==> src/rtl/booth_mult_arbiter.sv <==
// Two-requester round-robin front end for an iterative radix-2 Booth multiplier.
// IDLE accepts one operand pair, ITER runs WIDTH Booth steps plus a result transfer, DONE holds the product.
module booth_mult_arbiter #(
  parameter int unsigned WIDTH = 32
) (
  input  logic               clk,
  input  logic               reset,
  input  logic               req0_valid,
  output logic               req0_ready,
  input  logic [WIDTH-1:0]   req0_a,
  input  logic [WIDTH-1:0]   req0_b,
  input  logic               req1_valid,
  output logic               req1_ready,
  input  logic [WIDTH-1:0]   req1_a,
  input  logic [WIDTH-1:0]   req1_b,
  output logic               resp_valid,
  input  logic               resp_ready,
  output logic               resp_id,
  output logic [2*WIDTH-1:0] resp_product,
  output logic               busy
);

  localparam int unsigned AW = WIDTH + 1;
  localparam int unsigned CW = $clog2(WIDTH + 1);

  typedef enum logic [1:0] {IDLE, ITER, DONE} state_e;

  state_e             state_q, state_d;
  logic [AW-1:0]      acc_q, acc_d;
  logic [AW-1:0]      mcand_q, mcand_d;
  logic [WIDTH-1:0]   mplier_q, mplier_d;
  logic               qm1_q, qm1_d;
  logic [CW-1:0]      cnt_q, cnt_d;
  logic               last_q, last_d;
  logic               id_q, id_d;
  logic               resp_valid_q, resp_valid_d;
  logic [2*WIDTH-1:0] prod_q, prod_d;
  logic               busy_q, busy_d;
  logic               grant_c;
  logic               accept_c;
  logic [AW-1:0]      sum_c;

  // On a tie the requester not granted last wins; otherwise the sole valid one.
  assign grant_c    = (req0_valid && req1_valid) ? ~last_q : req1_valid;
  assign req0_ready = reset && (state_q == IDLE) && req0_valid && !grant_c;
  assign req1_ready = reset && (state_q == IDLE) && req1_valid && grant_c;
  assign accept_c   = req0_ready || req1_ready;

  // Booth recoding of {Q[0], q_-1}: 01 adds M, 10 subtracts M.
  always_comb begin
    unique case ({mplier_q[0], qm1_q})
      2'b01:   sum_c = acc_q + mcand_q;
      2'b10:   sum_c = acc_q - mcand_q;
      default: sum_c = acc_q;
    endcase
  end

  always_comb begin
    state_d      = state_q;
    acc_d        = acc_q;
    mcand_d      = mcand_q;
    mplier_d     = mplier_q;
    qm1_d        = qm1_q;
    cnt_d        = cnt_q;
    last_d       = last_q;
    id_d         = id_q;
    resp_valid_d = resp_valid_q;
    prod_d       = prod_q;
    unique case (state_q)
      IDLE: begin
        if (accept_c) begin
          id_d     = grant_c;
          last_d   = grant_c;
          mcand_d  = grant_c ? {req1_a[WIDTH-1], req1_a} : {req0_a[WIDTH-1], req0_a};
          mplier_d = grant_c ? req1_b : req0_b;
          acc_d    = '0;
          qm1_d    = 1'b0;
          cnt_d    = '0;
          state_d  = ITER;
        end
      end
      ITER: begin
        if (cnt_q == CW'(WIDTH)) begin
          prod_d       = {acc_q[WIDTH-1:0], mplier_q};
          resp_valid_d = 1'b1;
          state_d      = DONE;
        end else begin
          acc_d    = {sum_c[AW-1], sum_c[AW-1:1]};
          mplier_d = {sum_c[0], mplier_q[WIDTH-1:1]};
          qm1_d    = mplier_q[0];
          cnt_d    = cnt_q + CW'(1);
        end
      end
      DONE: begin
        if (resp_ready) begin
          resp_valid_d = 1'b0;
          state_d      = IDLE;
        end
      end
      default: state_d = IDLE;
    endcase
    busy_d = (state_d != IDLE);
  end

  always_ff @(posedge clk or negedge reset) begin
    if (!reset) begin
      state_q      <= IDLE;
      acc_q        <= '0;
      mcand_q      <= '0;
      mplier_q     <= '0;
      qm1_q        <= 1'b0;
      cnt_q        <= '0;
      last_q       <= 1'b1;
      id_q         <= 1'b0;
      resp_valid_q <= 1'b0;
      prod_q       <= '0;
      busy_q       <= 1'b0;
    end else begin
      state_q      <= state_d;
      acc_q        <= acc_d;
      mcand_q      <= mcand_d;
      mplier_q     <= mplier_d;
      qm1_q        <= qm1_d;
      cnt_q        <= cnt_d;
      last_q       <= last_d;
      id_q         <= id_d;
      resp_valid_q <= resp_valid_d;
      prod_q       <= prod_d;
      busy_q       <= busy_d;
    end
  end

  assign resp_valid   = resp_valid_q;
  assign resp_id      = id_q;
  assign resp_product = prod_q;
  assign busy         = busy_q;

endmodule

==> config.mk <==
export PLATFORM = sky130hd
export DESIGN_NAME = booth_mult_arbiter
export DESIGN_NICKNAME = d
export VERILOG_FILES = /design/src/rtl/booth_mult_arbiter.sv
export SDC_FILE = /design/constraint.sdc
export NUM_CORES = 1
export LEC_CHECK = 0
export ABC_CLOCK_PERIOD_IN_PS = 8750
export BUFFER_PORTS_ARGS = -buffer_cell sky130_fd_sc_hd__buf_2
export CAP_MARGIN = 20
export CORE_MARGIN = 2
export CORE_UTILIZATION = 25
export DETAILED_ROUTE_END_ITERATION = 6
export MAX_ROUTING_LAYER = met4
export SYNTH_ARGS = -nofsm -noshare
export SYNTH_HDL_FRONTEND = slang
export SYNTH_SLANG_ARGS = --single-unit
==> constraint.sdc <==
create_clock -name clk -period 8.75 [get_ports clk]
set_input_delay 1.75 -clock clk [delete_from_list [all_inputs] [get_ports clk]]
set_output_delay 1.75 -clock clk [all_outputs]
set_load 0.03 [all_outputs]
# --- Word-level counts from Yosys, hierarchy flattened ---
# Index checks and enable logic that the tools add are counted.
word_totals:
  reg_bits: 175
  word_cells: 63
  output_inout_bits: 69
  in_bits: 133
op_classes:
  muxes: 23
  n_eq_ne: 9
  bitwise_logic: 1
  n_reduce_logical: 16
  n_addsub: 3
op_table:
  columns: ["op", "count"]
  rows:
  - ["case mux 33 bit (2 select lines)", 2]
  - ["2-to-1 mux 33 bit", 3]
  - ["2-to-1 mux 32 bit", 3]
  - ["case mux 32 bit (2 select lines)", 1]
  - ["adder 33 bit", 1]
  - ["subtractor 33 bit", 1]
  - ["2-to-1 mux 6 bit", 2]
  - ["case mux 6 bit (2 select lines)", 1]
  - ["inequality test 2 bit (second input constant)", 4]
  - ["adder 6 x 1 -> 6 bit (second input constant)", 1]
  - ["equality test 6 bit (second input constant)", 1]
  - ["logical AND 1 bit", 6]
  - ["2-to-1 mux 2 bit", 3]
  - ["case mux 2 bit (3 select lines)", 1]
  - ["AND reduction 3 bit", 2]
  - ["nonzero test 2 bit", 3]
  - ["2-to-1 mux 1 bit", 5]
  - ["equality test 2 x 1 -> 1 bit (second input constant)", 2]
  - ["equality test 2 bit (second input constant)", 2]
  - ["case mux 1 bit (2 select lines)", 2]
  - ["AND reduction 2 bit", 2]
  - ["logical NOT 2 bit", 1]
  - ["logical NOT 1 bit", 1]
  - ["logical OR 1 bit", 1]
  - ["NOT 1 bit", 1]

# --- Longest topological paths before layout ---
# Gate-level depths: netlist (run 1).
depth:
  ltp_word: 8
  mapped_depth: 18
  ltp_nobuf: 18

# --- Worst setup path before layout (run 1) ---
# OpenSTA, ideal clock, no wires.
synth_timing:
  path_type: "input port to output port"
  startpoint: "input port req1_valid"
  endpoint: "output port req0_ready"
  slack_ns: 4.175
  n_path_buf: 2
  required_time_ns: 7.000
  arrival_ns: 2.825
  stages: 4
  cell_sequence: "a21boi_1 -> buf_1 -> buf_2 -> nor2_1"
synth_via:
  elab_chain_cells: 4
synth_rtl:
  columns: ["element", "line", "source"]
  rows:
  - ["start, declared", "12", "input logic req1_valid,"]
  - ["logical AND 1 bit", "44", "assign grant_c = (req0_valid && req1_valid) ? ~last_q : req1_valid;"]
  - ["2-to-1 mux 1 bit (*)", "44", null]
  - ["logical NOT 1 bit (*)", "45", "assign req0_ready = reset && (state_q == IDLE) && req0_valid && !grant_c;"]
  - ["logical AND 1 bit (*)", "45", null]
  - ["end, declared", "9", "output logic req0_ready,"]
# Mark *: on every way between the ends. The rest lies on a longest branch, timed or not.

# --- Worst setup path in the final report (run 1) ---
layout_timing:
  startpoint: "input port reset"
  endpoint: "output port req0_ready"
layout_via:
  elab_chain_cells: 3
layout_rtl:
  columns: ["element", "line", "source"]
  rows:
  - ["start, declared", "7", "input logic reset,"]
  - ["logical AND 1 bit (3 in series)", "45", null]
# Every way passes these cells.

==> metrics.md, run 1 <==
| Metric | Value |
|---|---|
| Status | `complete, no violations` |
| Worst vdd ir | `166 uV` |
| Antenna violations before repair | `0` |
| Adder-Cell Fraction of Synth Area | `4.65%` |
| Slew Limit Fails | `0` |
| EDFF count, synth | `0` |
| Final nets | `1,394` |
| Placement row count | `73` |
| Most frequent cells in the layout | `buf_2, dfrtp_1, a21oi_1` |
| Die height | `205 um` |
| Net Sw Power | `2.86 mW` |
| Hold-critical path depth | `2` |
| Hold slack | `0.481 ns` |
| Synth area leader | `dfrtp_1` |
| Power share of the combinational group | `61.2%` |
| Max Cap Viol | `0` |
| P per Cell Area | `485 nW/um^2` |
| Total Power | `5.93 mW` |
| TNS Setup | `0 ns` |
| Multiplexer area fraction after synthesis | `14.2%` |
| Crit path largest cell delay | `0.42 ns` |
| # hold bufs at CTS | `0` |
| Global-route wire length before repair | `42,400 um` |
| Unique masters post-synth | `67` |
| Post-DR wirelength/cell | `15.4 um` |
| Mapped Cells | `1,058` |
| Fin crit period | `5.09 ns` |
| Num ports | `202` |
| Hpwl dp | `20,300 um` |
| Die Width | `205 um` |
| Worst-path cell chain | `buf_6, nor3b_2, nand2_1, nor2_1, buf_2` |
| Largest family of logic cells by synthesized area | `compound AO/OA/AOI/OAI gates` |
| Setup crit start kind | `input pin` |
| GRT overflow | `0` |
| Total GRT Usage | `13.3%` |
| Seq pwr share | `26.0%` |
| Buf/Inv on CP | `2` |
| Launch point of the worst reg-to-reg path | `mcand_q[4]` |
| Req. time, crit path | `7.00 ns` |
| CTS Root Buffer Type | `clkbuf_16` |
| CTS clk-pin slew, worst paths | `0.06 ns` |
| Post-synthesis simple-gate area fraction | `13.2%` |
| Unrepaired setup endpoints after global routing | `no` |
| 1st-iter DRT viols | `402` |
| TritonRoute pass-1 iters | `7` |
| Share of the clock period used by the worst path | `58.2%` |
| Crit Path Class | `in2out` |
| Non-Filler Instances | `1,763` |
| Resized cells post-CTS | `0` |
| Storage cell area | `4330 sq um` |
| CTS tree | `done` |
| Core footprint | `39,800 sq um` |
| Synthesized cell area | `10,100 sq um` |
| Critical Path Fanout Max | `47` |
| Synth warnings | `0` |
| CP delay by family, top | `simple AND/OR/NAND/NOR gates` |
| RR Endpoint | `acc_q[31]` |
| Worst-Margin Slew | `0.989 ns` |
| Initial Util | `25.4%` |
| Fillers | `4,184` |
| Largest net degree at the start of global routing | `99` |
| Skew-Pair Late Insertion Delay | `0.44 ns` |
| Worst hold path class | `reg2reg` |
| CP max stage cell | `nor2_1` |
| Sw Share | `48.1%` |
| Max-slew headroom | `34.1%` |
| Syn avg cell area | `9.56 sq um` |
| Share of post-route cells with drive strength above 1 | `26.9%` |
| XOR/XNOR share of the synthesized area | `5.19%` |
| Hold Crit Endpoint | `resp_product[32]` |
| Commonest non-fill, non-tap cell in the layout | `buf_2` |
| Hold Crit Start | `resp_product[32]` |
| CTS Buffer Depth | `2` |
| DRC viols | `0` |
| Seq/Total Area, Yosys | `42.8%` |
| Lkg Pwr | `5.74 nW` |
| Synthesized Nets | `1,228` |
| Largest cells by area after synthesis | `dfrtp_1, mux2_2, mux2i_1` |
| Clock power frac | `12.8%` |
| # Post-CTS Setup Buffers | `0` |
| Layout area overhead | `20.8%` |
| Inst Count DP | `1,730` |
| Fraction of registers with async set or reset after synthesis | `100%` |
| Die area | `42,100 sq um` |
| Final Hold Vio Count | `0` |
| Flop2flop setup slack | `4.61 ns` |
| Placer Congestion | `0.872` |
| Vias | `8,175` |
| Multi-input logic area | `5510 sq um` |
| Vias in the first global route | `7,838` |
| FMAX | `196 MHz` |
| Clock Sink Count | `173` |
| CP Capture Type | `output port` |
| WL final | `27,200 um` |
| # setup viols final | `0` |
| Reg2reg path depth | `16` |
| PortBufs | `201` |
| H-tree Lvls | `4` |
| Synth Area in Compound Gates | `16.9%` |
| Total CTS buffers | `17` |
| Most used flip-flop cell after synthesis | `dfrtp_1` |
| Worst Clk Skew | `0.0108 ns` |
| #FFs+latches synth | `173` |
| Final ANT Viol Nets | `0` |
| Int Power | `3.08 mW` |
| Yosys top cell area share | `42.5%` |
| Critical path data arrival time | `3.34 ns` |
| Vias per cell | `4.64` |
tightest hold or removal path: cells and delay by family (launching register included):
| family | cells | cell delay (ns) |
|---|---|---|
| AOI/OAI and AO/OA | 1 | 0.06 |
| and+or+nand+nor | 1 | 0.05 |
| DFF | 1 | 0.34 |
how the worst max path moves through the flow:
| stage | from | to | slack (ns) | cells after the start |
|---|---|---|---|---|
| 4_1_cts | reset | req0_ready | 3.54 | 5 |
| 6_report | reset | req0_ready | 3.66 | 5 |
| 2_1_floorplan | req1_valid | req0_ready | 4.18 | 4 |
| 3_5_place_dp | reset | req0_ready | 3.55 | 5 |
| 3_3_place_gp | reset | req0_ready | 3.57 | 5 |
| 5_1_grt | reset | req0_ready | 3.43 | 5 |
flip-flops by register name (all words and copies together) (netlist names):
signal and count:
last_q 1, state_q 2, acc_q 32, mcand_q 32, resp_product 64, resp_valid 1, cnt_q 6, resp_id 1
qm1_q 1, mplier_q 32, busy 1
kinds of logic (layout without fill, tap and decap cells):
logic type,after synthesis,count (layout)
compound gates,293,293
simple gates,280,280
buf+inv,80,259
fa+ha+maj,37,37
mux,135,135
xor+xnor,60,60
other cells,0,1
flops,173,173
layer usage:
layer / vias to the layer above / global-route usage [%] / share of wire, %
met3: 23 / 2.41 / 6.0
met4: 0 / 3.08 / 1.1
li1: 4098 / - / -
met5: - / - / 0
met1: 3813 / 18.1 / 48
met2: 241 / 20.7 / 45
Yosys cell counts (8+ instances only):
cell	n
clkbuf_1	40
nand3_1	13
a21o_1	19
nor3_1	10
dfrtp_1	172
ha_1	36
nand2b_1	9
buf_1	12
nand4_1	8
nor2_1	118
a21oi_1	129
buf_2	11
nand2_1	81
o21ai_1	53
a22oi_1	14
inv_1	15
xor2_1	18
mux2i_1	70
xnor2_1	42
o21ai_0	33
mux2_2	65
final cells by class:
type | instances | area share (%)
diodes | 1 | 0.0205
clock buffers | 21 | 3.93
clock inverters | 11 | 0.870
inverters | 17 | 0.522
multi-input cells | 805 | 45.0
flip-flops and latches | 173 | 35.4
well taps | 525 | 5.37
repair buffers | 210 | 8.83
power by group through the flow:
stage / clock network (mW) / logic, mW / registers [mW]
2_1_floorplan: 0 / 2.58 / 1.72
3_3_place_gp: 0 / 3.58 / 1.55
3_5_place_dp: 0 / 3.63 / 1.56
4_1_cts: 0.790 / 3.65 / 1.55
5_1_grt: 0.823 / 4.06 / 1.61
6_report: 0.760 / 3.63 / 1.54
through the flow:
step                      utilization [%]  worst slack [ns]  cell area, sq um
after global routing                 30.7              3.43             12200
after detailed placement             29.2              3.55             11600
after global placement               29.2              3.57             11600
after CTS                            30.7              3.54             12200
after floorplan                         -              4.18             10100
final                                30.7              3.66             12200
Power figures use the tool's default switching activity.
==> run 2, diff against run 1 <==
- ABC_CLOCK_PERIOD_IN_PS: 8750 -> 4430
- clock period: 8.75 -> 4.43 ns (I/O delays scaled with it)
==> run 2 against run 1 <==
Effect of this change:
- clock skew increased by 0.00087 ns
- hold slack improved by 0.0073 ns
- sequential share of layout area about the same
- die area unchanged
- non-clock buffer count unchanged
- count of clock-buffer cells in the layout unchanged
- critical path type is now reg2reg
- largest power group unchanged
==> metrics.md, run 2 (synthesized netlist as in run 1, its figures left out) <==
| Metric | Value |
|---|---|
| Placer Congestion | `0.840 (was 0.872)` |
| Core footprint | `39,800 sq um (unchanged)` |
| Vias | `8,113 (was 8,175)` |
| Hpwl dp | `20,000 um (was 20,300 um)` |
| # setup viols final | `0 (unchanged)` |
| TNS Setup | `0 ns (unchanged)` |
| WL final | `27,000 um (was 27,200 um)` |
| Max-slew headroom | `34.2% (was 34.1%)` |
| Layer carrying the most global-route usage | `met2 (unchanged)` |
| Resized cells post-CTS | `0 (unchanged)` |
| P per Cell Area | `962 nW/um^2 (was 485 nW/um^2)` |
| Final Hold Vio Count | `0 (unchanged)` |
| Commonest non-fill, non-tap cell in the layout | `buf_2 (unchanged)` |
| # Post-CTS Setup Buffers | `0 (unchanged)` |
| H-tree Lvls | `4 (unchanged)` |
| Flop2flop setup slack | `0.47 ns (was 4.61 ns)` |
| Initial Util | `25.4% (unchanged)` |
| CP Capture Type | `register (was output port)` |
| DRC viols | `0 (unchanged)` |
| Share of the clock period used by the worst path | `89.5%` |
| Worst Clk Skew | `0.0117 ns (was 0.0108 ns)` |
| Lkg Pwr | `5.74 nW (about the same)` |
| Int Power | `6.07 mW (was 3.08 mW)` |
| Met2 usage | `20.3% (was 20.7%)` |
| Met3 Resource Use GR | `2.64% (was 2.41%)` |
| Critical Path Fanout Max | `8 (was 47)` |
| Setup crit start kind | `register (was input pin)` |
| CTS Buffer Depth | `2 (unchanged)` |
| Hold slack | `0.488 ns (was 0.481 ns)` |
| CTS Root Buffer Type | `clkbuf_16 (unchanged)` |
| Num ports | `202 (unchanged)` |
| Layout area overhead | `20.7% (was 20.8%)` |
| Fin crit period | `3.96 ns` |
| FMAX | `252 MHz` |
| PortBufs | `201 (unchanged)` |
| Slew Limit Fails | `0 (unchanged)` |
| CTS tree | `done (unchanged)` |
| Antenna violations before repair | `0 (unchanged)` |
| Clock Sink Count | `173 (unchanged)` |
| Max reg flops | `64 (unchanged)` |
| Worst hold path class | `reg2reg (unchanged)` |
| TritonRoute pass-1 iters | `5 (was 7)` |
| Power share of the combinational group | `61.3% (was 61.2%)` |
| Vias in the first global route | `7,890 (was 7,838)` |
| Grt met1 use | `17.7% (was 18.1%)` |
| Die Width | `205 um (unchanged)` |
| Placement row count | `73 (unchanged)` |
| Share of post-route cells with drive strength above 1 | `26.8% (was 26.9%)` |
| Req. time, crit path | `4.80 ns (was 7.00 ns)` |
| Net Sw Power | `5.69 mW (was 2.86 mW)` |
| Unrepaired setup endpoints after global routing | `no (unchanged)` |
| Ant diodes | `0 (was 1)` |
| Total CTS buffers | `17 (unchanged)` |
| Final ANT Viol Nets | `0 (unchanged)` |
| Global-route wire length before repair | `42,400 um (about the same)` |
| Total GRT Usage | `13.2% (was 13.3%)` |
| Post-DR wirelength/cell | `15.3 um (was 15.4 um)` |
| Largest net degree at the start of global routing | `174 (was 99)` |
| Worst vdd ir | `329 uV (was 166 uV)` |
| Clock power frac | `12.6% (was 12.8%)` |
| GRT overflow | `0 (unchanged)` |
| CTS clk-pin slew, worst paths | `0.07 ns (was 0.06 ns)` |
| Most frequent cells in the layout | `buf_2, dfrtp_1, a21oi_1 (unchanged)` |
| Vias per cell | `4.60 (was 4.64)` |
| Skew-Pair Late Insertion Delay | `0.45 ns (was 0.44 ns)` |
| Seq pwr share | `26.1% (was 26.0%)` |
| Sw Share | `48.4% (was 48.1%)` |
| Die area | `42,100 sq um (unchanged)` |
| Crit Path Class | `reg2reg (was in2out)` |
| # hold bufs at CTS | `0 (unchanged)` |
| Critical path data arrival time | `4.34 ns (was 3.34 ns)` |
| Final nets | `1,394 (unchanged)` |
| Worst-Margin Slew | `0.987 ns (was 0.989 ns)` |
| 1st-iter DRT viols | `373 (was 402)` |
| Max Cap Viol | `0 (unchanged)` |
| Status | `complete, no violations (unchanged)` |
| Die height | `205 um (unchanged)` |
[run 2: cell types whose count changed in the layout (fill, tap and decap cells not counted), sizes merged]
cell,before,now
diode,1,0
[run 2: final cells by class]
| cell class | instances | area [sq um] |
|---|---|---|
| Inverter | 17 | 63.8 |
| Multi-Input combinational cell | 805 | 5510 |
| Tap cell | 525 | 657 |
| Clock inverter | 11 | 109 |
| Sequential cell | 173 | 4330 |
| Clock buffer | 21 | 460 |
| Timing Repair Buffer | 210 | 1090 |
| Fill cell | 4206 | 27600 |
[run 2: final timing paths]
kind	start	end	cells past startpoint
setup / recovery	mcand_q[4]	acc_q[31]	16
hold / removal	resp_product[32]	resp_product[32]	2
setup reg to reg	mcand_q[4]	acc_q[31]	16
hold reg to reg	resp_product[32]	resp_product[32]	2
max in group asynchronous	reset	mcand_q[24]	2
min in group asynchronous	reset	resp_product[11]	2
[run 2: per-layer routing]
metal  up-vias  wire [um]
li1       4083          -
met1      3751      13000
met2       251      12000
met3        28       1630
met4         0        411
met5         -          0
[run 2: critical path: stages (launching register included)]
cell,delay [ns]
dfrtp_1,0.41
or3_4,0.42
or3_1,0.32
nor3_2,0.14
nand2b_1,0.13
nor2b_2,0.20
a31oi_1,0.12
xnor2_1,0.14
ha_1,0.39
a21o_1,0.21
a211oi_1,0.29
nand4_1,0.20
a31oi_2,0.29
o21a_1,0.19
o2111ai_1,0.11
nand3_1,0.12
mux2i_1,0.18
[run 2: power groups by stage]
| stage | sequential, mW | combinational, mW | clock, mW |
|---|---|---|---|
| floorplan | 3.40 | 5.09 | 0 |
| global placement | 3.08 | 7.08 | 0 |
| detailed placement | 3.10 | 7.17 | 0 |
| CTS | 3.07 | 7.21 | 1.54 |
| global route | 3.18 | 8.03 | 1.61 |
| finish | 3.06 | 7.20 | 1.48 |
[run 2: per-stage QoR]
stage	setup slack (ns)	util, %	power, mW	instance area [sq um]	std cells
4_1_cts	0.458	30.7	11.8	12200	1762
5_1_grt	0.0629	30.7	12.8	12200	1762
3_5_place_dp	0.478	29.3	10.3	11600	1730
6_report	0.465	30.7	11.8	12200	1762
2_1_floorplan	0.787	-	8.49	10100	1058
3_3_place_gp	0.526	29.3	10.2	11600	1730
==> run 3, diff against run 2 <==
- BUFFER_PORTS_ARGS: -buffer_cell sky130_fd_sc_hd__buf_2 -> default
- CAP_MARGIN: 20 -> 30
- DONT_BUFFER_PORTS: default -> 1
==> run 3 against run 2 <==
Effect of this change:
- register-to-register slack got worse by 0.09 ns
- non-clock buffer count is 201 lower
- hold slack got worse by 0.36 ns
- critical path depth stayed put
- setup slack lost 0.087 ns
- count of clock-buffer cells in the layout is 3 lower
- die area unchanged
- clock skew barely moved
- highest routed layer unchanged
==> metrics.md, run 3 (synthesized netlist as in run 1, its figures left out) <==
| Metric | Value |
|---|---|
| CTS tree | `done (unchanged)` |
| Crit Path Class | `reg2reg (unchanged)` |
| Die height | `205 um (unchanged)` |
| Unrepaired setup endpoints after global routing | `no (unchanged)` |
| Vias per cell | `4.79 (was 4.60)` |
| Req. time, crit path | `4.81 ns (was 4.80 ns)` |
| Worst hold path class | `in2async (was reg2reg)` |
| Commonest non-fill, non-tap cell in the layout | `dfrtp_1 (was buf_2)` |
| Critical path data arrival time | `4.43 ns (was 4.34 ns)` |
| GRT overflow | `0 (unchanged)` |
| Largest net degree at the start of global routing | `175 (was 174)` |
| Ant diodes | `0 (unchanged)` |
| Placer Congestion | `0.862 (was 0.840)` |
| WL final | `26,800 um (was 27,000 um)` |
| CTS clk-pin slew, worst paths | `0.08 ns (was 0.07 ns)` |
| Total CTS buffers | `17 (unchanged)` |
| Core footprint | `39,800 sq um (unchanged)` |
| Final worst slack | `0.378 ns (was 0.465 ns)` |
| Vias | `7,479 (was 8,113)` |
| Max Cap Viol | `0 (unchanged)` |
| TritonRoute pass-1 iters | `6 (was 5)` |
| Post-DR wirelength/cell | `17.1 um (was 15.3 um)` |
| DRC viols | `0 (unchanged)` |
| Finished Cell Area | `11,200 sq um (was 12,200 sq um)` |
| CTS Root Buffer Type | `clkbuf_16 (unchanged)` |
| Status | `complete, no violations (unchanged)` |
| Share of the clock period used by the worst path | `91.5% (was 89.5%)` |
| CP Capture Type | `register (unchanged)` |
| Hpwl dp | `19,500 um (was 20,000 um)` |
| Layout area overhead | `11.1% (was 20.7%)` |
| Worst-Margin Slew | `0.934 ns (was 0.987 ns)` |
| Worst Clk Skew | `0.0115 ns (was 0.0117 ns)` |
| Placement row count | `73 (unchanged)` |
| Die Width | `205 um (unchanged)` |
| Slew Limit Fails | `0 (unchanged)` |
| Final Hold Vio Count | `0 (unchanged)` |
| Max-slew headroom | `37.7% (was 34.2%)` |
| Die area | `42,100 sq um (unchanged)` |
| Num ports | `202 (unchanged)` |
| Vias in the first global route | `7,213 (was 7,890)` |
| Placed Area | `10,600 sq um (was 11,600 sq um)` |
| Setup crit start kind | `register (unchanged)` |
| PortBufs | `0 (was 201)` |
| TNS Setup | `0 ns (unchanged)` |
| Post-place setup slack | `0.473 ns (was 0.478 ns)` |
| Initial Util | `25.4% (unchanged)` |
| # hold bufs at CTS | `0 (unchanged)` |
| Global-route wire length before repair | `41,100 um (was 42,400 um)` |
| Total GRT Usage | `13.1% (was 13.2%)` |
| Most frequent cells in the layout | `dfrtp_1, a21oi_1, nor2_1 (was buf_2, dfrtp_1, a21oi_1)` |
| CTS Buffer Depth | `2 (unchanged)` |
| FMAX | `247 MHz (was 252 MHz)` |
| 1st-iter DRT viols | `473 (was 373)` |
| Fin crit period | `4.05 ns (was 3.96 ns)` |
| Final ANT Viol Nets | `0 (unchanged)` |
| Resized cells post-CTS | `0 (unchanged)` |
| Share of post-route cells with drive strength above 1 | `12.7% (was 26.8%)` |
| Critical Path Fanout Max | `8 (unchanged)` |
| # Post-CTS Setup Buffers | `0 (unchanged)` |
| Clock Sink Count | `173 (unchanged)` |
| Max reg flops | `64 (unchanged)` |
| H-tree Lvls | `4 (unchanged)` |
| Skew-Pair Late Insertion Delay | `0.46 ns (was 0.45 ns)` |
| Antenna violations before repair | `0 (unchanged)` |
| Final nets | `1,193 (was 1,394)` |
| # setup viols final | `0 (unchanged)` |
run 3: layout make-up:
cell class	instances	area [sq um]
Clock buffer	18	439
Multi-Input combinational cell	805	5510
Tap cell	525	657
Fill cell	4222	28600
Inverter	17	63.8
Sequential cell	173	4330
Timing Repair Buffer	9	91.3
Clock inverter	14	151
run 3: stage by stage:
stage	utilization [%]	instances	hold slack (ns)
floorplan	-	1058	0.468
global placement	26.7	1527	0.494
detailed placement	26.7	1527	0.499
CTS	28.1	1559	0.102
global route	28.2	1561	0.102
finish	28.2	1561	0.127
run 3: critical path: stages (launching register included):
cell	delay, ns
dfrtp_1	0.42
or3_4	0.42
or3_1	0.34
nor3_2	0.16
nand2b_1	0.14
nor2b_2	0.20
a31oi_1	0.12
xnor2_1	0.14
ha_1	0.38
a21o_1	0.21
a211oi_1	0.33
nand4_1	0.22
a31oi_2	0.28
o21a_1	0.19
o2111ai_1	0.11
nand3_1	0.12
mux2i_1	0.18
run 3: per-layer routing:
layer	part of all wire (%)	global-route usage (%)
met1	46	17.0
met2	46	20.5
met3	6.6	2.95
met4	1.6	4.14
met5	0	-
run 3: final timing paths:
kind                        startpoint     endpoint  slack (ns)  depth (start not counted)
min in group clk            req0_valid       last_q        0.50                          1
setup reg to reg            mcand_q[4]    acc_q[31]        0.38                         16
hold reg to reg            mplier_q[7]  mplier_q[7]        0.51                          2
max in group asynchronous        reset     acc_q[7]        3.95                          0
hold / removal                   reset   resp_valid        0.13                          0
setup / recovery            mcand_q[4]    acc_q[31]        0.38                         16
Power of run 3 is not shown: default switching activity piles up to over one toggle a cycle in this logic, so the estimate is an artifact.
